## config.mk

```make
export PLATFORM = sky130hd
export DESIGN_NAME = frogger_game_fsm_flat
export DESIGN_NICKNAME = d
export VERILOG_FILES = /design/src/rtl/frogger_game_fsm_if.sv /design/src/rtl/frogger_game_fsm.sv /design/src/flat_wrapper.sv
export SDC_FILE = /design/constraint.sdc
export NUM_CORES = 1
export LEC_CHECK = 0
export CORE_MARGIN = 2
export CORE_UTILIZATION = 38
export DETAILED_ROUTE_END_ITERATION = 8
export HOLD_SLACK_MARGIN = 0.02
export PLACE_DENSITY = 0.74
export SYNTH_ARGS = -nofsm -noshare
export SYNTH_HDL_FRONTEND = slang
export SYNTH_SLANG_ARGS = --single-unit
export TNS_END_PERCENT = 50
```

## constraint.sdc

```tcl
create_clock -name frame_clk -period 2 [get_ports frame_clk]
set_input_delay 0.4 -clock frame_clk [delete_from_list [all_inputs] [get_ports frame_clk]]
set_output_delay 0.4 -clock frame_clk [all_outputs]
set_load 0.01 [all_outputs]
```

## src/rtl/frogger_game_fsm_if.sv

```systemverilog
// Game-control bundle between the frog motion/collision blocks and the game FSM.
// master drives frog state and player requests; slave is the FSM.
interface frogger_game_fsm_if #(
   parameter int NUM_FROGS = 3,
   parameter int NUM_HOMES = 3,
   parameter int LIFE_W    = 2
);
   logic                   start_game;
   logic                   pause;
   logic [NUM_FROGS*11-1:0] frog_x;
   logic [NUM_FROGS*11-1:0] frog_y;
   logic                   dead_frog;
   logic [LIFE_W-1:0]      frog_lives;
   logic [NUM_HOMES-1:0]   homes_filled;
   logic [6:0]             time_left;
   logic                   respawn;
   logic                   win_game;
   logic                   lose_game;
   logic [2:0]             game_state;

   modport master (
      output start_game, pause, frog_x, frog_y, dead_frog,
      input  frog_lives, homes_filled, time_left, respawn, win_game, lose_game, game_state
   );

   modport slave (
      input  start_game, pause, frog_x, frog_y, dead_frog,
      output frog_lives, homes_filled, time_left, respawn, win_game, lose_game, game_state
   );
endinterface

```

## src/rtl/frogger_game_fsm.sv

```systemverilog
// Frame-rate game controller: lives, home slots, per-life countdown and
// the death/respawn sequence, with win/lose flags for the overlay.
module frogger_home_slot #(
   parameter int          NUM_FROGS = 3,
   parameter logic [10:0] HOME_Y    = 11'd40,
   parameter logic [10:0] SLOT_X    = 11'd120
) (
   input  logic [NUM_FROGS*11-1:0] frog_x_i,
   input  logic [NUM_FROGS*11-1:0] frog_y_i,
   output logic                    hit_o
);
   // Any frog on the slot sets it; several frogs on one slot still give one hit.
   always_comb begin
      hit_o = 1'b0;
      for (int i = 0; i < NUM_FROGS; i++)
         if (frog_y_i[11*i +: 11] == HOME_Y && frog_x_i[11*i +: 11] == SLOT_X)
            hit_o = 1'b1;
   end
endmodule

module frogger_game_fsm #(
   parameter int                       NUM_FROGS      = 3,
   parameter int                       NUM_HOMES      = 3,
   parameter logic [10:0]              HOME_Y         = 11'd40,
   parameter logic [NUM_HOMES*11-1:0]  HOME_X         = {11'd480, 11'd280, 11'd120},
   parameter int                       LIVES          = 3,
   parameter int                       LIFE_W         = 2,
   parameter int                       ROUND_SECONDS  = 60,
   parameter int                       FRAMES_PER_SEC = 60,
   parameter int                       DEATH_FRAMES   = 30
) (
   input  logic                frame_clk,
   input  logic                game_restart,
   frogger_game_fsm_if.slave   gif
);
   localparam int FC_W = (FRAMES_PER_SEC > 1) ? $clog2(FRAMES_PER_SEC) : 1;
   localparam int DC_W = (DEATH_FRAMES > 1) ? $clog2(DEATH_FRAMES) : 1;

   typedef enum logic [2:0] {
      S_IDLE  = 3'd0,
      S_PLAY  = 3'd1,
      S_DYING = 3'd2,
      S_WIN   = 3'd3,
      S_LOSE  = 3'd4
   } state_e;

   state_e                state_q, state_d;
   logic [LIFE_W-1:0]     lives_q, lives_d;
   logic [NUM_HOMES-1:0]  homes_q, homes_d;
   logic [6:0]            time_q, time_d;
   logic [FC_W-1:0]       fcnt_q, fcnt_d;
   logic [DC_W-1:0]       dcnt_q, dcnt_d;
   logic                  respawn_q, respawn_d;
   logic                  win_q, win_d;
   logic                  lose_q, lose_d;

   logic [NUM_HOMES-1:0]  hits;
   logic [NUM_HOMES-1:0]  homes_next;
   logic                  frame_wrap, timeout, enter_play, full_init;

   for (genvar k = 0; k < NUM_HOMES; k++) begin : g_slot
      frogger_home_slot #(
         .NUM_FROGS (NUM_FROGS),
         .HOME_Y    (HOME_Y),
         .SLOT_X    (HOME_X[11*k +: 11])
      ) u_slot (
         .frog_x_i (gif.frog_x),
         .frog_y_i (gif.frog_y),
         .hit_o    (hits[k])
      );
   end

   assign homes_next = homes_q | hits;
   assign frame_wrap = (fcnt_q == FC_W'(FRAMES_PER_SEC - 1));
   assign timeout    = frame_wrap && (time_q == 7'd1);

   always_comb begin
      state_d    = state_q;
      lives_d    = lives_q;
      homes_d    = homes_q;
      time_d     = time_q;
      fcnt_d     = fcnt_q;
      dcnt_d     = dcnt_q;
      respawn_d  = 1'b0;
      enter_play = 1'b0;
      full_init  = 1'b0;

      case (state_q)
         S_IDLE: begin
            if (gif.start_game) begin
               enter_play = 1'b1;
               full_init  = 1'b1;
            end
         end
         S_PLAY: begin
            if (!gif.pause) begin
               homes_d = homes_next;
               // Win is checked before death so a last-home landing always counts.
               if (&homes_next) begin
                  state_d = S_WIN;
               end else if (gif.dead_frog || timeout) begin
                  if (timeout) begin
                     time_d = 7'd0;
                     fcnt_d = '0;
                  end
                  if (lives_q == LIFE_W'(1)) begin
                     lives_d = '0;
                     state_d = S_LOSE;
                  end else begin
                     lives_d = lives_q - LIFE_W'(1);
                     dcnt_d  = '0;
                     state_d = S_DYING;
                  end
               end else if (frame_wrap) begin
                  fcnt_d = '0;
                  if (time_q != 7'd0)
                     time_d = time_q - 7'd1;
               end else begin
                  fcnt_d = fcnt_q + FC_W'(1);
               end
            end
         end
         S_DYING: begin
            if (dcnt_q == DC_W'(DEATH_FRAMES - 1))
               enter_play = 1'b1;
            else
               dcnt_d = dcnt_q + DC_W'(1);
         end
         S_WIN, S_LOSE: begin
            if (gif.start_game) begin
               enter_play = 1'b1;
               full_init  = 1'b1;
            end
         end
         default: state_d = S_IDLE;
      endcase

      if (enter_play) begin
         state_d   = S_PLAY;
         respawn_d = 1'b1;
         time_d    = 7'(ROUND_SECONDS);
         fcnt_d    = '0;
      end
      if (full_init) begin
         lives_d = LIFE_W'(LIVES);
         homes_d = '0;
      end

      win_d  = (state_d == S_WIN);
      lose_d = (state_d == S_LOSE);
   end

   always_ff @(posedge frame_clk or posedge game_restart) begin
      if (game_restart) begin
         state_q   <= S_IDLE;
         lives_q   <= LIFE_W'(LIVES);
         homes_q   <= '0;
         time_q    <= 7'(ROUND_SECONDS);
         fcnt_q    <= '0;
         dcnt_q    <= '0;
         respawn_q <= 1'b0;
         win_q     <= 1'b0;
         lose_q    <= 1'b0;
      end else begin
         state_q   <= state_d;
         lives_q   <= lives_d;
         homes_q   <= homes_d;
         time_q    <= time_d;
         fcnt_q    <= fcnt_d;
         dcnt_q    <= dcnt_d;
         respawn_q <= respawn_d;
         win_q     <= win_d;
         lose_q    <= lose_d;
      end
   end

   assign gif.frog_lives   = lives_q;
   assign gif.homes_filled = homes_q;
   assign gif.time_left    = time_q;
   assign gif.respawn      = respawn_q;
   assign gif.win_game     = win_q;
   assign gif.lose_game    = lose_q;
   assign gif.game_state   = state_q;
endmodule

```

## src/flat_wrapper.sv

```systemverilog
// flat-port wrapper written by rule: the top's interface ports become plain ports
module frogger_game_fsm_flat 
#(
   parameter int                       NUM_FROGS      = 3,
   parameter int                       NUM_HOMES      = 3,
   parameter logic [10:0]              HOME_Y         = 11'd40,
   parameter logic [NUM_HOMES*11-1:0]  HOME_X         = {11'd480, 11'd280, 11'd120},
   parameter int                       LIVES          = 3,
   parameter int                       LIFE_W         = 2,
   parameter int                       ROUND_SECONDS  = 60,
   parameter int                       FRAMES_PER_SEC = 60,
   parameter int                       DEATH_FRAMES   = 30
)
  (frame_clk, game_restart, gif_start_game, gif_pause, gif_frog_x, gif_frog_y, gif_dead_frog, gif_frog_lives, gif_homes_filled, gif_time_left, gif_respawn, gif_win_game, gif_lose_game, gif_game_state);
  frogger_game_fsm_if #(.NUM_FROGS(NUM_FROGS), .NUM_HOMES(NUM_HOMES), .LIFE_W(LIFE_W)) gif_i ();
  input  logic frame_clk;
  input  logic game_restart;
  input wire logic [$bits(gif_i.start_game)-1:0] gif_start_game;
  input wire logic [$bits(gif_i.pause)-1:0] gif_pause;
  input wire logic [$bits(gif_i.frog_x)-1:0] gif_frog_x;
  input wire logic [$bits(gif_i.frog_y)-1:0] gif_frog_y;
  input wire logic [$bits(gif_i.dead_frog)-1:0] gif_dead_frog;
  output wire logic [$bits(gif_i.frog_lives)-1:0] gif_frog_lives;
  output wire logic [$bits(gif_i.homes_filled)-1:0] gif_homes_filled;
  output wire logic [$bits(gif_i.time_left)-1:0] gif_time_left;
  output wire logic [$bits(gif_i.respawn)-1:0] gif_respawn;
  output wire logic [$bits(gif_i.win_game)-1:0] gif_win_game;
  output wire logic [$bits(gif_i.lose_game)-1:0] gif_lose_game;
  output wire logic [$bits(gif_i.game_state)-1:0] gif_game_state;
  assign gif_i.start_game = gif_start_game;
  assign gif_i.pause = gif_pause;
  assign gif_i.frog_x = gif_frog_x;
  assign gif_i.frog_y = gif_frog_y;
  assign gif_i.dead_frog = gif_dead_frog;
  assign gif_frog_lives = gif_i.frog_lives;
  assign gif_homes_filled = gif_i.homes_filled;
  assign gif_time_left = gif_i.time_left;
  assign gif_respawn = gif_i.respawn;
  assign gif_win_game = gif_i.win_game;
  assign gif_lose_game = gif_i.lose_game;
  assign gif_game_state = gif_i.game_state;
  frogger_game_fsm #(.NUM_FROGS(NUM_FROGS), .NUM_HOMES(NUM_HOMES), .HOME_Y(HOME_Y), .HOME_X(HOME_X), .LIVES(LIVES), .LIFE_W(LIFE_W), .ROUND_SECONDS(ROUND_SECONDS), .FRAMES_PER_SEC(FRAMES_PER_SEC), .DEATH_FRAMES(DEATH_FRAMES)) u_core (.frame_clk(frame_clk), .game_restart(game_restart), .gif(gif_i));
endmodule
```

; Word-level counts from Yosys, hierarchy flattened
; Index checks and enable logic that the tools add are counted.
[classes]
add_sub_neg = 4
multipliers = 0
n_div = 0
n_lt_le_gt_ge = 0
n_eq_ne = 32
shift = 0
n_mux = 50
bitwise_logic = 1
n_reduce_logical = 27
[op_table]
columns = operator, n
row1 = "11-bit by 9-bit equality test with 1-bit output, second input constant", 6
row2 = 7-bit two-way mux, 8
row3 = 6-bit two-way mux, 7
row4 = "11-bit by 6-bit equality test with 1-bit output, second input constant", 3
row5 = "11-bit by 7-bit equality test with 1-bit output, second input constant", 3
row6 = 5-bit two-way mux, 5
row7 = 3-bit two-way mux, 8
row8 = 1-bit two-way mux, 13
row9 = 2-bit two-way mux, 6
row10 = 6-bit AND reduction, 2
row11 = 1-bit logical AND, 10
row12 = "2-bit by 1-bit inequality test with 1-bit output, second input constant", 5
row13 = 5-bit one-hot mux with 2 select lines, 1
row14 = "3-bit by 2-bit equality test with 1-bit output, second input constant", 3
row15 = "2-bit inequality test, second input constant", 4
row16 = 4-bit AND reduction, 2
row17 = 2-bit nonzero test, 4
row18 = "7-bit by 1-bit equality test with 1-bit output, second input constant", 1
row19 = 7-bit nonzero test, 1
row20 = "7-bit by 1-bit subtractor with 7-bit output, second input constant", 1
row21 = "6-bit by 1-bit adder with 6-bit output, second input constant", 1
row22 = "3-bit equality test, second input constant", 2
row23 = "6-bit equality test, second input constant", 1
row24 = 3-bit one-hot mux with 2 select lines, 1
row25 = other kinds (15), 16
[word_totals]
register_bits = 29
latch_bits = 0
ram_bits = 0
mem_bits_ro = 0
input_bits = 71
out_inout_bits = 18
wordCells = 123
mem_count = 0

; Longest topological paths before layout
[depth]
word_depth = 12
depth_mapped = 10

; Modules after synthesis
; Synthesis repeated with hierarchy kept, for this count alone.
[unflattened]
cells_unflattened = 236
area_unflattened_um2 = 2124.5
[by_module_without_submodules]
columns = mod, n_inst, cells_per_inst, area_per_inst_um2
row1 = frogger_game_fsm, 1, 169, 1600.3
row2 = frogger_home_slot at u_core.g_slot[1].u_slot ..., 2, 22, 175.2
row3 = frogger_home_slot at u_core.g_slot[0].u_slot, 1, 23, 173.9

; Worst setup path before layout
; Ideal clock, no wire load.
[synth_path]
path_type = input to register
from = in gif_frog_y[17]
to = reg u_core.dcnt_q[1]
arrival_time_ns = 2.037
required_time_ns = 1.875
path_slack_ns = -0.162
stages = 7
path_cell_list = nor4_1 > nand4_1 > o32a_1 > nand2_2 > a31oi_2 > o311ai_4 > mux2_4
[synth_via]
elab_chain_len = 8
elab_cells_between_ends = 14
cone_classes = eq/ne (2) / mux (6) / bitwise (1) / reduce/logical (5)
[synth_rtl]
columns = element, line_no
row1 = from (decl), flat_wrapper.sv:21  ; input wire logic [$bits(gif_i.frog_y)-1:0] gif_frog_y;
row2 = 11-bit by 6-bit equality test with 1-bit output *, frogger_game_fsm.sv:16  ; if (frog_y_i[11*i +: 11] == HOME_Y && frog_x_i[11*i +: 11] == SLOT_X)
row3 = 1-bit logical AND, frogger_game_fsm.sv:16
row4 = 1-bit two-way mux (2 in series), frogger_game_fsm.sv:16
row5 = 3-bit bitwise OR *, frogger_game_fsm.sv:73  ; assign homes_next = homes_q | hits;
row6 = 3-bit AND reduction *, frogger_game_fsm.sv:99  ; if (&homes_next) begin
row7 = 2-bit inequality test (no source line) *, n/a
row8 = 6-bit AND reduction (no source line) *, n/a
row9 = to (signal assigned), frogger_game_fsm.sv:170  ; dcnt_q <= dcnt_d;
row10 = to (decl), frogger_game_fsm.sv:52  ; logic [DC_W-1:0] dcnt_q, dcnt_d;
; Mark *: on every way between the ends. The rest lies on a longest branch, timed or not.
; A chain may end at the register's enable or synchronous reset.

; Final worst setup path
[layout_path]
from = reg u_core.time_q[3] (netlist: u_core.gif.time_left[3])
to = reg u_core.time_q[4] (netlist: u_core.gif.time_left[4])
[layout_via]
elab_chain_len = 8
elab_cells_between_ends = 16
cone_classes = add/sub (1) / eq/ne (2) / mux (7) / reduce/logical (6)
[layout_rtl]
columns = element, line_no
row1 = from (decl), frogger_game_fsm.sv:50  ; logic [6:0] time_q, time_d;
row2 = from (signal assigned), frogger_game_fsm.sv:158  ; time_q <= 7'(ROUND_SECONDS);
row3 = from (signal assigned), frogger_game_fsm.sv:168  ; time_q <= time_d;
row4 = 7-bit by 1-bit subtractor with 7-bit output or 7-bit by 1-bit equality test with 1-bit output (tied branches), "frogger_game_fsm.sv:117, frogger_game_fsm.sv:75"
row5 = 7-bit two-way mux or 1-bit logical AND (tied branches), "frogger_game_fsm.sv:116, frogger_game_fsm.sv:75"
row6 = 7-bit two-way mux or 1-bit logical OR (tied branches), "frogger_game_fsm.sv:114, frogger_game_fsm.sv:101"
row7 = 7-bit two-way mux, frogger_game_fsm.sv:101  ; end else if (gif.dead_frog || timeout) begin
row8 = 7-bit two-way mux, frogger_game_fsm.sv:99
row9 = 7-bit two-way mux, frogger_game_fsm.sv:96  ; if (!gif.pause) begin
row10 = 7-bit two-way mux, frogger_game_fsm.sv:88  ; case (state_q)
row11 = 7-bit two-way mux, frogger_game_fsm.sv:138  ; if (enter_play) begin
; Parallel ways exist; a longest one is shown, timed or not. The select of a mux whose other input is x is not followed.

==> results.md <==
- CORE AREA: between 0.005 and 0.006 sq mm
- Overflow after GRT: 0
- Largest net degree at the start of global routing: 30
- Fin. Hold Viols: 0
- First-pass detailed-route iteration total: 5
- Yosys top cell area share: 28.4%
- Starting Density: 39.4%
- Tot Pwr: 3.28 mW
- Worst EP arrival: between 2 and 2.5 ns
- WS Path Type: flop to flop
- Mux share of post-synthesis cell area: 1.23%
- FF+latch count, synth: 29
- CTS Buf Count: 5
- Util after Layout: 72.6%
- First-pass GRT wire length: 11,500 microns
- Failing checks: negative setup slack
- Hold Slack: 0.489 ns
- Power per Cell Area: 879 mW/mm^2
- DRC Markers: 0
- Layout cell share with drive strength beyond 1: 41.0%
- DP Worst Slack: -0.711 ns
- Nets: 438
- PortBufs: 88
- Post-layout worst setup margin: -0.194 ns
- IO Count: 89
- Synth Area in XOR/XNOR: 0.432%
- Largest family of logic cells by synthesized area: simple AND/OR/NAND/NOR gates
- Detailed placement HPWL: 5120 microns
- Startpoint type of the worst setup path: flop
- Dpl cell area: between 0.003 and 0.004 sq mm
- RSZ-0062 raised after global routing: true
- Finish-stage setup viols: 13
- Compound-Gate Fraction of Synth Area: 24.8%
- Total vias in the final route: 2,374
- Clock Tree Buf Depth: 2
- Register area share after synthesis: 36.2%
- Mapped Nets: 290
- CTS tree: done
- Crit path max fanout: 6
- Worst Hold Class: primary input to asynchronous set/reset pin
- Max-cap check violation count: 0
- Row Count: 26
- Placer's final routability congestion estimate: 0.834
- Post-DR wirelength/cell: 16.4 microns
- Slew headroom: 67.8%
- Clock latency on the worst-skew pair: 0.29 ns
- Cell variety after synth: 63
- Synthesized area: between 0.002 and 0.0025 sq mm
- DP Cell Count: between 400 and 500
- Maximum vdd drop: 0.781 mV
- WP data required: 2.21 ns
- Die Span Y: 77.0 microns
- Synth area leaders: dfrtp_1 (28%), dfstp_2 (7.8%), ha_1 (4.3%), nor2_1 (3.1%), nor4_1 (2.5%)
- Vias in the first global route: 2,457
- Fmax achieved: 456 MHz
- Root Buffer: clkbuf_8
- CP max stage cell: or3_4
- 1st-iter DRT viols: approximately 110
- Final Max Slew Viols: 0
- Simple-gate share of the synthesized area: 29.9%
- Final worst path period need: 2.19 ns
- Via/cell ratio: roughly 5.5
- Total GRT Usage: 24.3%
- Final ANT Viol Nets: 0
- Leak Pwr: around 1.7 nW
- Post-route clock period utilization: 110%
- Finished Cell Area: roughly 0.0037 sq mm
- Syn. warnings: 0
- Biggest area consumer among synthesized cells: dfrtp_1
- Cells after synthesis: 212
- Worst stage delay on the critical path: roughly 0.42 ns
- Cell with the most instances after synthesis: dfrtp_1
- Most instantiated cells after synthesis: dfrtp_1 (23), nor2_1 (17), inv_1 (11), nand2_1 (11)
- Setup TNS: -1.19 ns
- Avg Inst Size Synth: ~9.6 sq um
- Initial antenna violation count: 0
- FFs w/ async S/R, synth: 100%
- Chip width: 77.0 microns
- Clock transition at path regs: 0.07 ns
- Routed wire length: 7070 microns
- Die ar.: 0.00593 sq mm
- Status: finished, violations left
- CTS HTree Levels: 2
- Area grow syn2layout: 84.2%
- Worst path cell trace: or3_4 > nor3_4 > buf_4 > a31o_4 > o311ai_4 > a31oi_4 > o21ai_1 > a221o_1
- Post-Synth Adder-Cell Area: 4.32%
- Clk_skew: 0.00479 ns
- Clock sink count: 29
- Most common flop cell mapped by yosys: dfrtp_1
- Worst-Margin Slew: around 0.48 ns
- CP endpoint kind: flop
- Post-synth EDFFs: 0
- Hold buffer count at cts: 0
- ANT cells: 0
- Non-filler cells, final: roughly 430
path summary, 6_finish.rpt:
check,from,end,slack [ns],cells after the start
worst max register to register,u_core.gif.time_left[3],u_core.gif.time_left[4],-0.19,8
worst min register to register,u_core.gif.frog_lives[1],u_core.gif.frog_lives[1],0.52,2
min in group frame_clk,u_core.gif.frog_lives[1],u_core.gif.frog_lives[1],0.52,2
worst max-delay path,u_core.gif.time_left[3],u_core.gif.time_left[4],-0.19,8
worst min-delay path,game_restart,u_core.dcnt_q[2],0.49,3
max in group asynchronous,game_restart,u_core.gif.time_left[2],1.19,3
repair_timing:
item | CTS | global route
pin swaps | 41 | 24
setup endpoints to repair | 25 | 25
gates resized for setup | 156 | 40
buffers inserted | 6 | 4
metal layers:
| layer | wire (microns) | up-vias | global-route usage, % |
|---|---|---|---|
| met5 | 0 | - | 0 |
| met4 | 247 | 0 | 10.2 |
| met3 | 372 | 20 | 5.41 |
| met2 | 3650 | 86 | 42.2 |
| met1 | 2810 | 1138 | 28.8 |
| li1 | - | 1130 | - |
worst max-delay path: cells and delay by family, from the launching register on:
family / cells / cell delay, ns
buffers and inverters: 1 / 0.15
AOI/OAI and AO/OA: 5 / 1.00
and+or+nand+nor: 2 / 0.60
DFF: 1 / 0.37
placed cells by master (no fill, tap or decap), types with 7 or more instances in the layout:
| cell | Yosys | routed |
|---|---|---|
| nand4_1 | 7 | 7 |
| dlygate4sd2_1 | 0 | 29 |
| dlymetal6s2s_1 | 0 | 7 |
| dfrtp_1 | 23 | 23 |
| buf_2 | 3 | 10 |
| nor2_1 | 17 | 15 |
| nand2_1 | 11 | 10 |
| clkbuf_8 | 0 | 7 |
| ha_1 | 7 | 7 |
| clkbuf_2 | 0 | 12 |
| inv_1 | 11 | 11 |
| buf_4 | 0 | 51 |
| clkdlybuf4s50_1 | 0 | 22 |
| nand3_1 | 8 | 7 |
| buf_6 | 0 | 10 |
report_power, final:
part	switching [mW]	internal (mW)	leakage (nW)	total, mW
Combinational	0.881	0.978	1.32	1.86
Clock	0.234	0.311	0.0542	0.544
Sequential	0.111	0.769	0.374	0.880
cells by family after synthesis:
kind of cell / Yosys count
adders and majority gates: 7
DFF: 29
xor gates and xnor gates: 1
AOI/OAI and AO/OA: 59
and+or+nand+nor: 98
buffers and inverters: 16
muxes: 2
flip-flops by register name, indices dropped and copies added, names as in the netlist:
signal,cells
u_core.fcnt_q,6
u_core.gif.respawn,1
u_core.dcnt_q,5
u_core.gif.frog_lives,2
u_core.gif.lose_game,1
u_core.gif.game_state,3
u_core.gif.homes_filled,3
u_core.gif.win_game,1
u_core.gif.time_left,7
area by class of cell:
| class | count | area, sq um |
|---|---|---|
| sequential | 29 | 733 |
| clock inverter | 1 | 5.00 |
| multi-input combinational | 167 | 1550 |
| fill | 415 | 1410 |
| clock buffer | 7 | 96.3 |
| timing repair buffer | 146 | 1220 |
| tap | 70 | 87.6 |
| inverter | 11 | 41.3 |
Power figures use the tool's default switching activity.
